<file path="src/rtl/fifo_wr_scheduler_pkg.sv">
// Shared types and constants for the capture FIFO write scheduler.
package fifo_wr_scheduler_pkg;

    typedef enum logic [2:0] {
        ST_IDLE    = 3'd0,
        ST_ARMED   = 3'd1,
        ST_CAPTURE = 3'd2,
        ST_FLUSH   = 3'd3,
        ST_DONE    = 3'd4
    } state_t;

    localparam int PAYLOAD_W = 16;
    localparam int TAG_W     = 2;
    localparam int DATA_W    = TAG_W + PAYLOAD_W;
    localparam int TAG_MSB   = 17;
    localparam int TAG_LSB   = 16;

    localparam logic [TAG_W-1:0] TAG_MARKER = 2'b11;

    function automatic logic [PAYLOAD_W-1:0] sat_add(input logic [PAYLOAD_W-1:0] a,
                                                     input logic [PAYLOAD_W-1:0] b);
        logic [PAYLOAD_W:0] sum;
        sum = {1'b0, a} + {1'b0, b};
        return sum[PAYLOAD_W] ? {PAYLOAD_W{1'b1}} : sum[PAYLOAD_W-1:0];
    endfunction

endpackage

</file>
<file path="src/rtl/fifo_wr_scheduler_rr_arbiter.sv">
// Round-robin grant over N requesters; priority starts just after the last winner.
module fifo_wr_scheduler_rr_arbiter #(
    parameter int N     = 3,
    parameter int IDX_W = 2
) (
    input  logic             fe_clk,
    input  logic             reset_i,
    input  logic             en,
    input  logic [N-1:0]     req,
    output logic [N-1:0]     gnt,
    output logic [IDX_W-1:0] gnt_idx
);

    logic [IDX_W-1:0] last;

    function automatic int wrap(input int v);
        return v % N;
    endfunction

    // Scan farthest-to-nearest so the requester right after 'last' overrides the others.
    always_comb begin
        gnt     = '0;
        gnt_idx = '0;
        if (en) begin
            for (int k = N; k >= 1; k--) begin
                if (req[wrap(int'(last) + k)]) begin
                    gnt                       = '0;
                    gnt[wrap(int'(last) + k)] = 1'b1;
                    gnt_idx                   = IDX_W'(wrap(int'(last) + k));
                end
            end
        end
    end

    always_ff @(posedge fe_clk or posedge reset_i) begin
        if (reset_i) begin
            last <= IDX_W'(N - 1);
        end else if (|gnt) begin
            last <= gnt_idx;
        end
    end

endmodule

</file>
<file path="src/rtl/fifo_wr_scheduler.sv">
// Write-side scheduler for the shared 18-bit capture FIFO: slots, tagging,
// drop accounting with marker words, and the capture sequencing FSM.
module fifo_wr_scheduler
    import fifo_wr_scheduler_pkg::*;
#(
    parameter int NUM_REQ = 3,
    parameter int CNT_W   = 20
) (
    input  logic                         fe_clk,
    input  logic                         reset_i,
    input  logic                         I_arm,
    input  logic                         I_trigger,
    input  logic                         I_stop,
    input  logic [CNT_W-1:0]             I_max_words,
    input  logic [NUM_REQ-1:0]           I_req_valid,
    input  logic [NUM_REQ*PAYLOAD_W-1:0] I_req_data,
    input  logic                         I_fifo_write_allowed,
    input  logic                         I_fifo_full,
    input  logic                         I_clear_flags,
    output logic                         O_fifo_wr,
    output logic [DATA_W-1:0]            O_fifo_data,
    output logic                         O_drop_sticky,
    output logic                         O_capture_done,
    output logic [2:0]                   O_state,
    output logic [CNT_W-1:0]             O_words_written
);

    localparam int IDX_W = (NUM_REQ > 1) ? $clog2(NUM_REQ) : 1;

    state_t                 state, state_nxt;
    logic [NUM_REQ-1:0]     slot_full;
    logic [PAYLOAD_W-1:0]   slot_data [NUM_REQ];
    logic [PAYLOAD_W-1:0]   drop_cnt, drop_inc, drop_base;
    logic                   marker_pend;
    logic [CNT_W-1:0]       max_words, words_written;
    logic                   drop_sticky, fifo_wr;
    logic [DATA_W-1:0]      fifo_data, wr_data;

    logic                   limit_hit, grant_ok, grant_marker, any_grant;
    logic                   arm_ok, discard;
    logic [NUM_REQ-1:0]     req_gnt, accept, drop;
    logic [IDX_W-1:0]       gnt_idx;

    assign limit_hit    = (max_words != '0) && (words_written == max_words);
    assign grant_ok     = I_fifo_write_allowed && !I_fifo_full && !limit_hit &&
                          ((state == ST_CAPTURE) || (state == ST_FLUSH));
    // The marker outranks every slot so its place in the stream marks where the gap was.
    assign grant_marker = grant_ok && marker_pend;
    assign any_grant    = grant_marker || (|req_gnt);

    fifo_wr_scheduler_rr_arbiter #(
        .N     (NUM_REQ),
        .IDX_W (IDX_W)
    ) u_arb (
        .fe_clk  (fe_clk),
        .reset_i (reset_i),
        .en      (grant_ok && !marker_pend),
        .req     (slot_full),
        .gnt     (req_gnt),
        .gnt_idx (gnt_idx)
    );

    // NOTE: every signal driven here gets a default first, so no path leaves it unassigned and no latch is inferred.
    always_comb begin
        state_nxt = state;
        arm_ok    = 1'b0;
        discard   = 1'b0;
        case (state)
            ST_IDLE, ST_DONE: begin
                if (I_arm) begin
                    state_nxt = ST_ARMED;
                    arm_ok    = 1'b1;
                end
            end
            ST_ARMED: begin
                if (I_stop)         state_nxt = ST_IDLE;
                else if (I_trigger) state_nxt = ST_CAPTURE;
            end
            ST_CAPTURE: begin
                if (limit_hit) begin
                    state_nxt = ST_DONE;
                    discard   = 1'b1;
                end else if (I_stop) begin
                    state_nxt = ST_FLUSH;
                end
            end
            ST_FLUSH: begin
                if (limit_hit || I_stop) begin
                    state_nxt = ST_DONE;
                    discard   = 1'b1;
                end else if ((slot_full == '0) && !marker_pend) begin
                    state_nxt = ST_DONE;
                end
            end
            default: state_nxt = ST_IDLE;
        endcase
    end

    // A slot being granted this cycle can take a new word at the same edge.
    always_comb begin
        accept   = '0;
        drop     = '0;
        drop_inc = '0;
        for (int i = 0; i < NUM_REQ; i++) begin
            if ((state == ST_CAPTURE) && I_req_valid[i]) begin
                if (!slot_full[i] || req_gnt[i]) accept[i] = 1'b1;
                else                             drop[i]   = 1'b1;
            end
            drop_inc = drop_inc + PAYLOAD_W'(drop[i]);
        end
        drop_base = grant_marker ? '0 : drop_cnt;
    end

    always_comb begin
        wr_data = '0;
        if (grant_marker) begin
            wr_data[TAG_MSB:TAG_LSB]  = TAG_MARKER;
            wr_data[PAYLOAD_W-1:0]    = drop_cnt;
        end else begin
            wr_data[TAG_MSB:TAG_LSB]  = TAG_W'(gnt_idx);
            wr_data[PAYLOAD_W-1:0]    = slot_data[gnt_idx];
        end
    end

    // NOTE: sequential state uses non-blocking assignments so every register samples pre-edge values.
    always_ff @(posedge fe_clk or posedge reset_i) begin
        if (reset_i) begin
            state     <= ST_IDLE;
            slot_full <= '0;
        end else begin
            state <= state_nxt;
            for (int i = 0; i < NUM_REQ; i++) begin
                if (discard)         slot_full[i] <= 1'b0;
                else if (accept[i])  slot_full[i] <= 1'b1;
                else if (req_gnt[i]) slot_full[i] <= 1'b0;
            end
        end
    end

    // NOTE: payload storage has no reset; slot_full alone qualifies it, keeping reset off the data path.
    always_ff @(posedge fe_clk) begin
        for (int i = 0; i < NUM_REQ; i++) begin
            if (accept[i]) slot_data[i] <= I_req_data[PAYLOAD_W*i +: PAYLOAD_W];
        end
    end

    always_ff @(posedge fe_clk or posedge reset_i) begin
        if (reset_i) begin
            max_words     <= '0;
            words_written <= '0;
            drop_cnt      <= '0;
            marker_pend   <= 1'b0;
            drop_sticky   <= 1'b0;
            fifo_wr       <= 1'b0;
            fifo_data     <= '0;
        end else begin
            if (arm_ok) begin
                max_words     <= I_max_words;
                words_written <= '0;
                drop_cnt      <= '0;
                marker_pend   <= 1'b0;
            end else begin
                if (any_grant) words_written <= words_written + CNT_W'(1);
                if (|drop) begin
                    drop_cnt    <= sat_add(drop_base, drop_inc);
                    marker_pend <= 1'b1;
                end else if (grant_marker) begin
                    drop_cnt    <= '0;
                    marker_pend <= 1'b0;
                end
                if (discard) marker_pend <= 1'b0;
            end

            if (|drop)              drop_sticky <= 1'b1;
            else if (I_clear_flags) drop_sticky <= 1'b0;

            fifo_wr <= any_grant;
            if (any_grant) fifo_data <= wr_data;
        end
    end

    assign O_fifo_wr       = fifo_wr;
    assign O_fifo_data     = fifo_data;
    assign O_drop_sticky   = drop_sticky;
    assign O_capture_done  = (state == ST_DONE);
    assign O_state         = state;
    assign O_words_written = words_written;

endmodule

</file>
<file path="config.mk">
export PLATFORM = sky130hd
export DESIGN_NAME = fifo_wr_scheduler
export DESIGN_NICKNAME = d
export VERILOG_FILES = /design/src/rtl/fifo_wr_scheduler_pkg.sv /design/src/rtl/fifo_wr_scheduler_rr_arbiter.sv /design/src/rtl/fifo_wr_scheduler.sv
export SDC_FILE = /design/constraint.sdc
export NUM_CORES = 1
export LEC_CHECK = 0
export BUFFER_PORTS_ARGS = -buffer_cell sky130_fd_sc_hd__buf_4
export CORE_AREA = 3 3 123 125
export DETAILED_ROUTE_END_ITERATION = 6
export DIE_AREA = 0 0 126 128
export PLACE_DENSITY = 0.77
export SYNTH_ARGS = -nofsm -noshare
export SYNTH_HDL_FRONTEND = slang
export SYNTH_SLANG_ARGS = --single-unit
</file>
<file path="constraint.sdc">
create_clock -name fe_clk -period 9.11 [get_ports fe_clk]
set_input_delay 0.4555 -clock fe_clk [delete_from_list [all_inputs] [get_ports fe_clk]]
set_output_delay 0.4555 -clock fe_clk [all_outputs]
set_load 0.01 [all_outputs]
</file>
# Word-level counts from Yosys, hierarchy flattened
# Memory sizes are Yosys's and may differ from the RTL's.
# Index checks and enable logic that the tools add are counted.
# W data, S select, Z words.
# word_totals
regBits	85
ram_bits	48
in_bits	79
output_inout_bits	44
wordCells	152
memories	1
# mem_list
name	words	word_bits	read_ports	rd_clocked_by_memory_dff	write_ports	line_no	text
slot_data	3	16	1	0	3	fifo_wr_scheduler.sv:32	logic [PAYLOAD_W-1:0] slot_data [NUM_REQ];
# classes
n_addsub	7
div	3
magnitude_cmp	6
n_eq_ne	9
n_mux	76
reduce_logical	38
# op_table
op	count
$ge A32 B1 Y1 const B	3
$lt A32 B4 Y1 const B	3
$mod A32 B3 Y32 const B	3
$mux W16	4
$mux W1	46
$mux W20	2
$mux W3	11
$add A20 B1 Y20 const B	1
$eq A20 B20 Y1	1
$reduce_bool A20 Y1	1
$mux W18	1
$add A16 B3 Y17	1
$logic_and A1 B1 Y1	13
$pmux W3 S4	1
$reduce_bool A3 Y1	3
$mux W2	4
$add A2 B2 Y3 const B	2
$bmux W1 S2	3
$demux W1 S2	3
$eq A3 B2 Y1 const B	2
$logic_not A1 Y1	6
$logic_not A3 Y1	2
$logic_or A1 B1 Y1	6
$ne A3 B3 Y1 const B	2
other kinds (13)	15

# Logic depth before layout (Yosys ltp)
# Gate-level depths: netlist of the first run.
# logic_depth
depth_word	19
mapped_depth	17
mapped_depth_nobuf	15

# By module
# Synthesis of the first run repeated with hierarchy kept, for this count alone.
# unflattened
cells_unflattened	673
hier_area_um2	6774.0
# modules_own_cells
module	instances	cells_each	area_per_inst_um2	seq_area_each_um2
fifo_wr_scheduler	1	622	6389.9	3518.4
fifo_wr_scheduler_rr_arbiter	1	51	384.1	51.3

# Worst setup path after synthesis of the first run
# OpenSTA, ideal clock, no wires.
# synth_path
kind	register to register
start	reg u_arb.last[1]
end	reg drop_cnt[6]
setup_ps	82
t_arrival_ps	3877
t_required_ps	9028
path_slack_ps	5151
stages_incl_launch_ff	16
path_buffers	1
synth_period_minus_slack_ps	3959
path_cell_list	dfstp_2 ha_1 or3b_2 a21oi_1 o31a_1 a21o_2 clkinv_2 fa_1 ha_1 inv_1 fa_1 nand2b_1 a311oi_4 nand2_2 buf_2 a31oi_1
# synth_via
elab_chain_len	19
elab_cells_between_ends	50
classes_between	add/sub (6); div (3); order compare (6); mux (28); reduce/logical (7)
# synth_rtl
element	line_no	text
from (decl)	fifo_wr_scheduler_rr_arbiter.sv:14	logic [IDX_W-1:0] last;
from (signal assigned)	fifo_wr_scheduler_rr_arbiter.sv:37	last <= IDX_W'(N - 1);
from (signal assigned)	fifo_wr_scheduler_rr_arbiter.sv:39	last <= gnt_idx;
$add A2 B2 Y3	fifo_wr_scheduler_rr_arbiter.sv:26, fifo_wr_scheduler_rr_arbiter.sv:28	
$mod A32 B3 Y32	fifo_wr_scheduler_rr_arbiter.sv:17	return v % N;
$ge A32 B1 Y1 (implied by the code) or $lt A32 B4 Y1 (tied branches)	fifo_wr_scheduler_rr_arbiter.sv:28	gnt[wrap(int'(last) + k)] = 1'b1;
$logic_and A1 B1 Y1 (implied by the code)	fifo_wr_scheduler_rr_arbiter.sv:28	
$mux W1 (implied by the code)	fifo_wr_scheduler_rr_arbiter.sv:28	
$demux W1 S2	-	
$mux W3 (2 in series)	fifo_wr_scheduler_rr_arbiter.sv:26	if (req[wrap(int'(last) + k)]) begin
$mux W3 *	fifo_wr_scheduler_rr_arbiter.sv:26	
(+2 left out)	-	
$mux W1	fifo_wr_scheduler.sv:106	if (!slot_full[i] || req_gnt[i]) accept[i] = 1'b1;
$mux W1	fifo_wr_scheduler.sv:105	if ((state == ST_CAPTURE) && I_req_valid[i]) begin
$add A1 B1 Y2	fifo_wr_scheduler.sv:109	drop_inc = drop_inc + PAYLOAD_W'(drop[i]);
$add A2 B1 Y3	fifo_wr_scheduler.sv:109	
$add A16 B3 Y17	fifo_wr_scheduler_pkg.sv:23	sum = {1'b0, a} + {1'b0, b};
$mux W16	fifo_wr_scheduler_pkg.sv:24	return sum[PAYLOAD_W] ? {PAYLOAD_W{1'b1}} : sum[PAYLOAD_W-1:0];
$mux W16 *	fifo_wr_scheduler.sv:164	if (|drop) begin
$mux W16 *	fifo_wr_scheduler.sv:157	if (arm_ok) begin
to (signal assigned)	fifo_wr_scheduler.sv:165	drop_cnt <= sat_add(drop_base, drop_inc);
to (decl)	fifo_wr_scheduler.sv:33	logic [PAYLOAD_W-1:0] drop_cnt, drop_inc, drop_base;
# Every way passes the cells marked *; elsewhere a longest branch is shown, timed or not. The select of a mux whose other input is x is not followed.
# A chain may end at the register's enable or synchronous reset.

# Final worst setup path of the first run
# layout_path
start	reg u_arb.last[1]
end	reg drop_cnt[4]
# Same word-level chain as after synthesis.

==> results of run 1 <==
stage by stage:
step           worst slack, ps   util
2_1_floorplan             5150      -
3_3_place_gp              4940  0.529
3_5_place_dp              4710  0.529
4_1_cts                   4610  0.577
5_1_grt                   4250  0.577
6_report                  4580  0.577
power by group through the flow:
stage	logic, W	clock network [W]	registers (W)
finish	0.000585	0.000764	0.000868
global route	0.000648	0.000809	0.000883
CTS	0.000585	0.000775	0.000864
detailed placement	0.000579	0	0.000872
global placement	0.000556	0	0.000867
floorplan	0.000362	0	0.000862
area by class of cell:
cell class	instances	area (um2)	share of cell area
repair buffers	129	968	0.120
flip-flops and latches	133	3570	0.442
clock buffers	18	429	0.0532
inverters	17	66.3	0.00822
well taps	180	225	0.0279
clock inverters	14	233	0.0288
multi-input cells	399	2580	0.319
critical path, stage by stage (launching register included):
cell and delay [ps]:
dfstp_2 540, inv_1 50, ha_1 280, nor3b_1 300, o21ai_1 140, a22oi_1 380
a21o_1 300, inv_2 90, fa_1 510, ha_1 160, inv_1 50, fa_1 430
nand2b_1 270, a311oi_4 400, nand2_2 260, a31oi_1 260
cells in the mapped netlist (5+ instances only):
cell | count | area share
a222oi_1 | 16 | 0.025
dfrtp_1 | 84 | 0.33
ha_1 | 5 | 0.0099
and2_1 | 7 | 0.0069
buf_2 | 6 | 0.0047
xor2_1 | 31 | 0.043
clkbuf_1 | 15 | 0.0089
a21oi_1 | 30 | 0.024
nor4_1 | 8 | 0.0079
mux2_2 | 10 | 0.018
mux2_4 | 7 | 0.017
o21ai_0 | 16 | 0.013
nand3_1 | 14 | 0.011
nor3_1 | 6 | 0.0047
nand2_1 | 95 | 0.056
and3_1 | 9 | 0.0089
nor2b_1 | 5 | 0.0049
nor2_1 | 44 | 0.026
inv_1 | 14 | 0.0083
o211ai_1 | 6 | 0.0071
xnor2_1 | 6 | 0.0083
o31ai_1 | 6 | 0.0071
a21o_1 | 6 | 0.0071
edfxtp_1 | 48 | 0.23
nand4_1 | 7 | 0.0069
a31oi_1 | 11 | 0.011
sequential cells by signal, summed over array words and instances (netlist names), 2 cells and up:
| name | flops |
|---|---|
| O_words_written | 20 |
| u_arb.last | 2 |
| drop_cnt | 16 |
| O_state | 3 |
| O_fifo_data | 18 |
| slot_full | 3 |
| slot_data | 48 |
| max_words | 20 |
per-layer routing:
layer,wire (um),share of wire,vias up,track usage
li1,-,-,2324,-
met1,6920,0.43,2500,0.276
met2,7940,0.49,210,0.328
met3,1160,0.072,24,0.0579
met4,228,0.014,0,0.0675
met5,0,0,-,0
final timing paths:
path / slack, ps / to / from
worst max-delay path: 4580 / drop_cnt[4]$_DFF_PP0_ / u_arb.last[1]$_DFFE_PP1P_
worst min-delay path: 90 / O_fifo_data[5]$_DFFE_PP0P_ / reset_i
worst max register to register: 4580 / drop_cnt[4]$_DFF_PP0_ / u_arb.last[1]$_DFFE_PP1P_
worst min register to register: 500 / O_fifo_data[17]$_DFFE_PP0P_ / O_fifo_data[17]$_DFFE_PP0P_
max in group asynchronous: 7900 / max_words[2]$_DFFE_PP0P_ / reset_i
min in group fe_clk: 220 / slot_data[1][4]$_DFFE_PP_ / I_req_data[20]
cells by family after synthesis:
| kind of cell | share of synthesized area |
|---|---|
| multiplexers | 0.0407 |
| AO/OA/AOI/OAI | 0.127 |
| adder cells (fa/ha/maj) | 0.0162 |
| buffers and inverters | 0.0312 |
| flip-flops | 0.564 |
| AND/OR/NAND/NOR | 0.170 |
| XOR/XNOR | 0.0512 |
==> summary.txt, run 1 <==
STA
  • Final Max Tran Viols: 0
  • Clock Skew: between 9 and 10 ps
  • Final setup viols: 0
  • WHS: ~94 ps
  • Final Hold Vio Count: 0
  • Max-Slew Margin vs Limit: 0.302
  • RSZ-0062 raised after global routing: no
  • Worst-Margin Slew: approximately 1000 ps
  • F_max: between 0.2 and 0.25 GHz
  • Min cycle time layout: roughly 4500 ps
  • Setup TNS: 0 ps
  • Fin crit share: 0.497

GRT
  • Number of global-route vias before repair: approximately 5100
  • GRT Overall Usage: 0.206
  • First-pass GRT wire length: about 26000 um
  • Pin count of the biggest net entering global routing: 53
  • Grt ovf: 0
  • Initial antenna violation count: 0

Hold path
  • Hold WC Path Type: primary input to async pin

Power
  • VDD IR-drop max: ~0.12 mV
  • Clock Power Share: 0.345
  • Pwr dens: 275 nW/um2
  • Tot Pwr: ~0.0022 W
  • Psw: ~0.0007 W
  • Comb power frac: 0.264
  • Seq pwr share: 0.391
  • Leakage: 3.60 nW
  • Cell-internal power: approximately 0.0015 W
  • Sw Ratio: 0.316

Clock network
  • # hold bufs at CTS: 0
  • H-tree level count: 4
  • Clk sinks: 133
  • CTS buffer count: 17
  • Worst skew pair latency: 420 ps
  • CTS root buf: clkbuf_16
  • Clock-pin slew on the worst setup and hold paths: around 60 ps
  • CTS-repair resized insts: 0
  • Postcts setup bufs: 0
  • CTS tree: built
  • Clock buffer depth: 2

Synthesis
  • Syn_area_per_cell: 11.0 um2
  • Register area share after synthesis: 0.564
  • FF+latch count, synth: roughly 130
  • Post-synth EDFFs: 48
  • Dominant synthesized flop cell: dfrtp_1
  • Cells after Synth: 575
  • Post-Syn Area: between 6000 and 7000 um2
  • Asr flop ratio synth: 0.639
  • Synthesized net count: 661
  • Cell variety after synth: 65
  • Ys Warns: 0

Floorplan
  • Initial core utilization: 0.453
  • # IOs: 123
  • Die height: 128 um
  • Die area: approximately 16000 um2
  • Rows: 43
  • Core Area: around 14000 um2
  • Die W: approximately 130 um

Critical path
  • Worst endpoint data arrival time: between 4000 and 5000 ps
  • Worst Reg-to-Reg Cells: 15
  • Worst endpoint required time: 9420 ps
  • Critical path capture point type: flip-flop
  • Worst Setup Start Kind: flip-flop
  • Crit Path Max Fanout: 13
  • Critical path class: flip-flop to flip-flop

Detailed routing
  • Vias per inst: 5.68
  • Drt drc: 0
  • Final wirelength: between 15000 and 20000 um
  • 1st-iter DRT viols: between 400 and 500
  • WL/cell: approximately 18 um
  • Via count: between 5000 and 6000
  • Antenna Nets Post-Route: 0
  • Drt first pass iters: 7

Finish
  • Antenna cells: 0
  • Share of post-route cells with drive strength above 1: 0.277
  • Area added between synthesis and finish: 27.4%
  • Final nets: between 700 and 800
  • # fillers: between 1000 and 1500
  • Commonest non-fill, non-tap cell in the layout: buf_4
  • Commonest non-fill, non-tap cells in the layout: buf_4 (129), nand2_1 (95), dfrtp_1 (84)
  • Post-Layout Cell Count: between 800 and 900
  • Post-Layout Inst Area: slightly above 8000 um2

Placement
  • DP HPWL: 11300 um
  • Port bufs: 122
  • GP Congestion: 0.897
  • Post-Place Cells: 858
  • Dpl cell area: ~7400 um2

Flow run
  • Max Cap Viol: 0

Status
  • Outcome: finished, final reports clean
Power figures use the tool's default switching activity.
==> run 2, diff against run 1 <==
--- a/config.mk
+++ b/config.mk
@@ -5,11 +5,12 @@
 export SDC_FILE = /design/constraint.sdc
 export NUM_CORES = 1
 export LEC_CHECK = 0
+export ABC_AREA = 1
 export BUFFER_PORTS_ARGS = -buffer_cell sky130_fd_sc_hd__buf_4
-export CORE_AREA = 3 3 123 125
+export CORE_AREA = 3 3 128 130
 export DETAILED_ROUTE_END_ITERATION = 6
-export DIE_AREA = 0 0 126 128
-export PLACE_DENSITY = 0.77
+export DIE_AREA = 0 0 131 133
+export PLACE_DENSITY = 0.76
 export SYNTH_ARGS = -nofsm -noshare
 export SYNTH_HDL_FRONTEND = slang
 export SYNTH_SLANG_ARGS = --single-unit
==> constraint.sdc (replaced) <==
create_clock -name fe_clk -period 4.43 [get_ports fe_clk]
set_input_delay 0.2215 -clock fe_clk [delete_from_list [all_inputs] [get_ports fe_clk]]
set_output_delay 0.2215 -clock fe_clk [all_outputs]
set_load 0.01 [all_outputs]
==> summary.txt, run 2 <==
Finish
  • Commonest non-fill, non-tap cells in the layout: nand2_1 (214), buf_4 (131), dfrtp_1 (84)
  • Area added between synthesis and finish: 34.0%
  • Storage element area: 3570 um2 (unchanged)
  • Post-Layout Cell Count: 1184 (+33%)
  • Multi-input gate area: 2790 um2 (+8.3%)
  • Antenna cells: 0 (unchanged)
  • Final nets: 1046 (+34%)
  • # fillers: 1249 (+8.0%)
  • Commonest non-fill, non-tap cell in the layout: nand2_1
  • Largest Register: slot_data
  • Share of post-route cells with drive strength above 1: 0.239 (-0.0380)
  • Max reg flops: 48 (unchanged)

Status
  • Outcome: finished, final reports clean

STA
  • Final Max Tran Viols: 0 (unchanged)
  • F_max: 0.245 GHz (+11%)
  • Worst-Margin Slew: 1070 ps (+25.3 ps)
  • Max-Slew Margin vs Limit: 0.284 (-0.0177)
  • Final setup viols: 0 (unchanged)
  • WHS: 16.8 ps (-77.3 ps)
  • Min cycle time layout: 4080 ps (-454 ps)
  • Clock Skew: 13.7 ps (+4.42 ps)
  • Final Hold Vio Count: 0 (unchanged)
  • Fin crit share: 0.921 (+0.423)

Power
  • VDD IR-drop max: 0.309 mV (+160%)
  • Leakage: 4.18 nW (+16%)
  • Pwr dens: 524 nW/um2 (+91%)

Flow run
  • Max Cap Viol: 0 (unchanged)

GRT
  • Number of global-route vias before repair: 5767 (+14%)
  • GRT Overall Usage: 0.206 (-0.000591)
  • First-pass GRT wire length: 28200 um (+7.4%)
  • Pin count of the biggest net entering global routing: 61 (+15%)
  • Initial antenna violation count: 0 (unchanged)
  • Grt ovf: 0 (unchanged)

Clock network
  • Worst skew pair latency: 430 ps (about the same)
  • H-tree level count: 4 (unchanged)
  • Clk sinks: 133 (unchanged)
  • CTS buffer count: 17 (unchanged)
  • CTS root buf: clkbuf_16
  • CTS tree: built
  • Clock-pin slew on the worst setup and hold paths: 60 ps (about the same)
  • Clock buffer depth: 2 (unchanged)

Detailed routing
  • Drt first pass iters: 4 (-3)
  • Via count: 5908 (+17%)
  • 1st-iter DRT viols: 411 (-9.9%)
  • Vias per inst: 4.99 (-12%)
  • WL/cell: 14.8 um (-19%)
  • Final wirelength: 17500 um (+7.8%)
  • Antenna Nets Post-Route: 0 (unchanged)
  • Drt drc: 0 (unchanged)

Placement
  • Post-Place Cells: 1094 (+28%)
  • DP HPWL: 11200 um (-0.38%)
  • GP Congestion: 0.868 (-3.3%)
  • Port bufs: 122 (unchanged)

Floorplan
  • Rows: 45 (+4.7%)
  • # IOs: 123 (unchanged)
  • Core Area: 15300 um2 (+9.1%)
  • Die W: 131 um (+4.0%)
  • Die area: 17400 um2 (+8.0%)
  • Die height: 133 um (+3.9%)
  • Initial core utilization: 0.447 (-0.00594)

Critical path
  • Reg-to-reg critical path startpoint: u_arb.last[1]$_DFFE_PP1P_
  • Worst Reg-to-Reg Cells: 22 (+7)
  • Register-to-register setup slack: 350 ps (-4230 ps)
  • Critical path capture point type: flip-flop
  • Worst Setup Start Kind: flip-flop
  • Worst endpoint data arrival time: 4420 ps (-430 ps)
  • Crit Path Max Fanout: 7 (-6)
  • Worst endpoint required time: 4770 ps (-4650 ps)
  • Reg2Reg Capture Point: drop_cnt[10]$_DFF_PP0_
  • CP startpoint: u_arb.last[1]$_DFFE_PP1P_
  • Critical path class: flip-flop to flip-flop

Synthesis
  • Register area share after synthesis: 0.524 (-0.0400)
  • Cell variety after synth: 48 (-26%)
  • Asr flop ratio synth: 0.639 (unchanged)
  • Synthesized net count: 862 (+30%)
  • Post-Syn Area: 6820 um2 (+7.6%)
  • Area leader, netlist: dfrtp_1
  • Ys Warns: 0 (unchanged)
  • Most numerous cell in the Yosys netlist: nand2_1
  • Synth top cells by count: nand2_1 (214), dfrtp_1 (84), inv_1 (81)
  • Dominant synthesized flop cell: dfrtp_1
  • Post-synth EDFFs: 48 (unchanged)
  • Synth top area share: 0.308 (-0.0236)
  • Syn_area_per_cell: 8.78 um2 (-20%)
  • Top cells by area, synth: dfrtp_1 (31%), edfxtp_1 (21%), nand2_1 (12%)
  • FF+latch count, synth: 133 (unchanged)
  • Cells after Synth: 776 (+35%)

Hold path
  • Hold WC Path Type: primary input to async pin
[run 2: cell count changes in the layout (fill, tap and decap cells not counted), moves of 17 or more]
cell           previous run  this run
nand2_1                  95       214
inv_1                    13        79
dlygate4sd3_1             0        56
xor2_1                   31         6
nor2_1                   44        68
nand3_1                  14        31
[run 2: stage by stage]
| stage | utilization | area (um2) | setup WS, ps | power (W) | setup TNS, ps |
|---|---|---|---|---|---|
| 5_1_grt | 0.599 | 9140 | -3.47 | 0.00510 | -6.91 |
| 6_report | 0.599 | 9140 | 352 | 0.00478 | 0 |
| 4_1_cts | 0.596 | 9100 | 131 | 0.00479 | 0 |
| 2_1_floorplan | - | 6820 | 658 | 0.00276 | 0 |
| 3_3_place_gp | 0.520 | 7940 | 295 | 0.00324 | 0 |
| 3_5_place_dp | 0.520 | 7940 | 139 | 0.00328 | 0 |
[run 2: area by class of cell]
type,count,share of cell area
Clock buffer,17,0.0466
Clock inverter,15,0.0196
Timing Repair Buffer,187,0.169
Inverter,97,0.0400
Tap cell,211,0.0289
Multi-Input combinational cell,524,0.305
Sequential cell,133,0.391
[run 2: where the power goes]
| group | internal, W | switching, W |
|---|---|---|
| sequential | 0.00156 | 0.000217 |
| clock | 0.000888 | 0.000554 |
| combinational | 0.000621 | 0.000939 |
[run 2: critical path: stages, from the launching register on]
cell,delay (ps)
dfstp_2,530
inv_1,50
ha_1,220
inv_1,120
nand3_1,110
nand2_1,100
nand2_1,60
a21boi_1,150
nand4_2,200
nand3_1,190
inv_1,80
fa_1,540
ha_1,170
inv_1,60
fa_1,380
inv_1,80
nand2_1,80
nor2_4,170
nand2_4,90
nor2_8,170
nand2_1,110
and2_1,190
nor3_2,130
[run 2: worst max path at each step]
stage | end | slack, ps
3_3_place_gp | drop_cnt[15]$_DFF_PP0_ | 300
5_1_grt | drop_cnt[10]$_DFF_PP0_ | -3
6_report | drop_cnt[10]$_DFF_PP0_ | 350
2_1_floorplan | drop_cnt[2]$_DFF_PP0_ | 660
3_5_place_dp | drop_cnt[6]$_DFF_PP0_ | 140
4_1_cts | drop_cnt[6]$_DFF_PP0_ | 130
[run 2: what timing repair did]
item                                   4_1_cts  5_1_grt
hold buffers                                56        0
buffers inserted                             0        1
setup endpoints to repair                    0       15
endpoints found under the hold margin       56        0
resized for setup                            0        5
[run 2: kinds of logic after synthesis]
family	count (synthesis)	synth area share
AO/OA/AOI/OAI	112	0.104
XOR/XNOR	8	0.0103
adder cells (fa/ha/maj)	7	0.0151
buffers and inverters	120	0.0734
flip-flops	133	0.524
AND/OR/NAND/NOR	396	0.273
[run 2: routing by layer]
metal	global-route usage	vias to the layer above	wire, um
met4	0.0583	0	220
li1	-	2946	-
met5	0	-	0
met3	0.0521	19	886
met2	0.352	168	8860
met1	0.255	2775	7550
==> run 3, diff against run 2 <==
--- a/config.mk
+++ b/config.mk
@@ -10,6 +10,7 @@
 export CORE_AREA = 3 3 128 130
 export DETAILED_ROUTE_END_ITERATION = 6
 export DIE_AREA = 0 0 131 133
+export MAX_ROUTING_LAYER = met4
 export PLACE_DENSITY = 0.76
 export SYNTH_ARGS = -nofsm -noshare
 export SYNTH_HDL_FRONTEND = slang
==> constraint.sdc (replaced) <==
create_clock -name fe_clk -period 4.43 [get_ports fe_clk]
set_input_delay 0.2215 -clock fe_clk [delete_from_list [all_inputs] [get_ports fe_clk]]
set_output_delay 0.2215 -clock fe_clk [all_outputs]
set_load 0.05 [all_outputs]
==> summary.txt, run 3 (synthesized netlist as in run 2, its figures left out) <==
Flow run
  • Max Cap Viol: 0 (unchanged)

Clock network
  • Clock-pin slew on the worst setup and hold paths: 60 ps (about the same)
  • Clock buffer depth: 2 (unchanged)
  • CTS tree: built
  • CTS buffer count: 17 (unchanged)
  • H-tree level count: 4 (unchanged)
  • CTS root buf: clkbuf_16
  • Clk sinks: 133 (unchanged)
  • Worst skew pair latency: 430 ps (about the same)

Placement
  • DP HPWL: 11200 um (unchanged)
  • GP Congestion: 0.882 (+1.6%)
  • Port bufs: 122 (unchanged)

STA
  • Min cycle time layout: 4090 ps (+9.49 ps)
  • Worst-Margin Slew: 1060 ps (-13.4 ps)
  • Final Max Tran Viols: 0 (unchanged)
  • Final Hold Vio Count: 0 (unchanged)
  • Setup TNS: 0 ps (unchanged)
  • Final setup viols: 0 (unchanged)
  • Clock Skew: 14.6 ps (+0.872 ps)
  • WHS: 17.5 ps (+0.672 ps)
  • Max-Slew Margin vs Limit: 0.293 (+0.00890)
  • Fin crit share: 0.923 (+0.00214)
  • F_max: 0.245 GHz (-0.23%)

Detailed routing
  • WL/cell: 14.8 um (+0.13%)
  • Drt drc: 0 (unchanged)
  • 1st-iter DRT viols: 420 (+2.2%)
  • Vias per inst: 5.00 (+0.14%)
  • Final wirelength: 17500 um (+0.13%)
  • Via count: 5916 (+0.14%)
  • Drt first pass iters: 5 (+1)
  • Antenna Nets Post-Route: 0 (unchanged)

Power
  • Comb power frac: 0.372 (+0.046)
  • Sw Ratio: 0.401 (+0.0433)
  • VDD IR-drop max: 0.360 mV (+17%)
  • Pwr dens: 563 nW/um2 (+7.5%)
  • Psw: 0.00206 W (+21%)
  • Seq pwr share: 0.347 (-0.025)
  • Clock Power Share: 0.281 (-0.020)
  • Cell-internal power: 0.00308 W (+0.29%)
  • Leakage: 4.18 nW (unchanged)

GRT
  • Routing usage on met2: 0.352 (unchanged)
  • Number of global-route vias before repair: 5765 (-0.035%)
  • Grt ovf: 0 (unchanged)
  • Most used routing layer: met2
  • First-pass GRT wire length: 28200 um (about the same)
  • GRT Overall Usage: 0.212 (+0.00602)
  • Grt met1 use: 0.259 (+0.00363)
  • Initial antenna violation count: 0 (unchanged)
  • Pin count of the biggest net entering global routing: 61 (unchanged)
  • Routing usage on met3: 0.0464 (-0.00565)

Finish
  • # fillers: 1249 (unchanged)
  • Commonest non-fill, non-tap cells in the layout: nand2_1 (214), buf_4 (131), dfrtp_1 (84)
  • Storage element area: 3570 um2 (unchanged)
  • Share of post-route cells with drive strength above 1: 0.239 (unchanged)
  • Max reg flops: 48 (unchanged)
  • Antenna cells: 0 (unchanged)
  • Commonest non-fill, non-tap cell in the layout: nand2_1
  • Area added between synthesis and finish: 34.0% (unchanged)
  • Multi-input gate area: 2790 um2 (unchanged)
  • Final nets: 1046 (unchanged)
  • Largest Register: slot_data

Floorplan
  • Die height: 133 um (unchanged)
  • Initial core utilization: 0.447 (unchanged)
  • Core Area: 15300 um2 (unchanged)
  • # IOs: 123 (unchanged)
  • Die area: 17400 um2 (unchanged)
  • Rows: 45 (unchanged)
  • Die W: 131 um (unchanged)

Critical path
  • Critical path capture point type: flip-flop
  • Worst endpoint data arrival time: 4430 ps (about the same)
  • Worst endpoint required time: 4770 ps (about the same)
  • Worst Setup Start Kind: flip-flop
  • Crit Path Max Fanout: 7 (unchanged)
  • Worst Reg-to-Reg Cells: 22 (unchanged)
  • Critical path class: flip-flop to flip-flop

Status
  • Outcome: finished, final reports clean

Hold path
  • Worst Hold Depth: 3
  • Hold WC Path Type: primary input to flip-flop
-- run 3: cell counts in the layout (fill, tap and decap cells not counted) --
No cell type changed its count.
-- run 3: worst max-delay path, stage by stage, from the launching register on --
cell	delay, ps
dfstp_2	530
inv_1	50
ha_1	220
inv_1	120
nand3_1	110
nand2_1	100
nand2_1	60
a21boi_1	150
nand4_2	200
nand3_1	180
inv_1	80
fa_1	540
ha_1	170
inv_1	60
fa_1	380
inv_1	90
nand2_1	80
nor2_4	170
nand2_4	90
nor2_8	170
nand2_1	110
and2_1	190
nor3_2	130
-- run 3: metal layers --
metal	part of all wire	vias up
li1	-	2940
met1	0.44	2802
met2	0.50	154
met3	0.043	20
met4	0.012	0
met5	0	-
-- run 3: through the flow --
stage | util | area, um2 | setup slack (ps) | instances | total power (W)
floorplan | - | 6820 | 629 | 776 | 0.00310
global placement | 0.520 | 7940 | 295 | 1094 | 0.00360
detailed placement | 0.520 | 7940 | 139 | 1094 | 0.00364
CTS | 0.596 | 9100 | 131 | 1182 | 0.00515
global route | 0.599 | 9140 | -3.47 | 1184 | 0.00545
finish | 0.599 | 9140 | 343 | 1184 | 0.00514
-- run 3: cell type report --
type,count,share of cell area
Sequential cell,133,0.391
Clock inverter,15,0.0196
Tap cell,211,0.0289
Timing Repair Buffer,187,0.169
Clock buffer,17,0.0466
Inverter,97,0.0400
Multi-Input combinational cell,524,0.305
-- run 3: repair_timing --
action,CTS,global route
gates resized for setup,0,5
buffers inserted,0,1
setup endpoints to repair,0,15
hold endpoints to repair,56,0
hold buffers,56,0
-- run 3: path summary, 6_finish.rpt --
kind	from	end	slack [ps]
min in group asynchronous	reset_i	O_fifo_data[2]$_DFFE_PP0P_	30
min	I_max_words[19]	max_words[19]$_DFFE_PP0P_	20
max in group asynchronous	reset_i	drop_cnt[14]$_DFF_PP0_	3480
min reg2reg	O_fifo_data[17]$_DFFE_PP0P_	O_fifo_data[17]$_DFFE_PP0P_	490
max	u_arb.last[1]$_DFFE_PP1P_	drop_cnt[10]$_DFF_PP0_	340
max reg2reg	u_arb.last[1]$_DFFE_PP1P_	drop_cnt[10]$_DFF_PP0_	340
-- run 3: power by group through the flow --
| stage | clock network (W) | registers, W | logic, W |
|---|---|---|---|
| 2_1_floorplan | 0 | 0.00213 | 0.000971 |
| 3_3_place_gp | 0 | 0.00179 | 0.00181 |
| 3_5_place_dp | 0 | 0.00179 | 0.00185 |
| 4_1_cts | 0.00147 | 0.00178 | 0.00190 |
| 5_1_grt | 0.00152 | 0.00181 | 0.00212 |
| 6_report | 0.00145 | 0.00178 | 0.00192 |
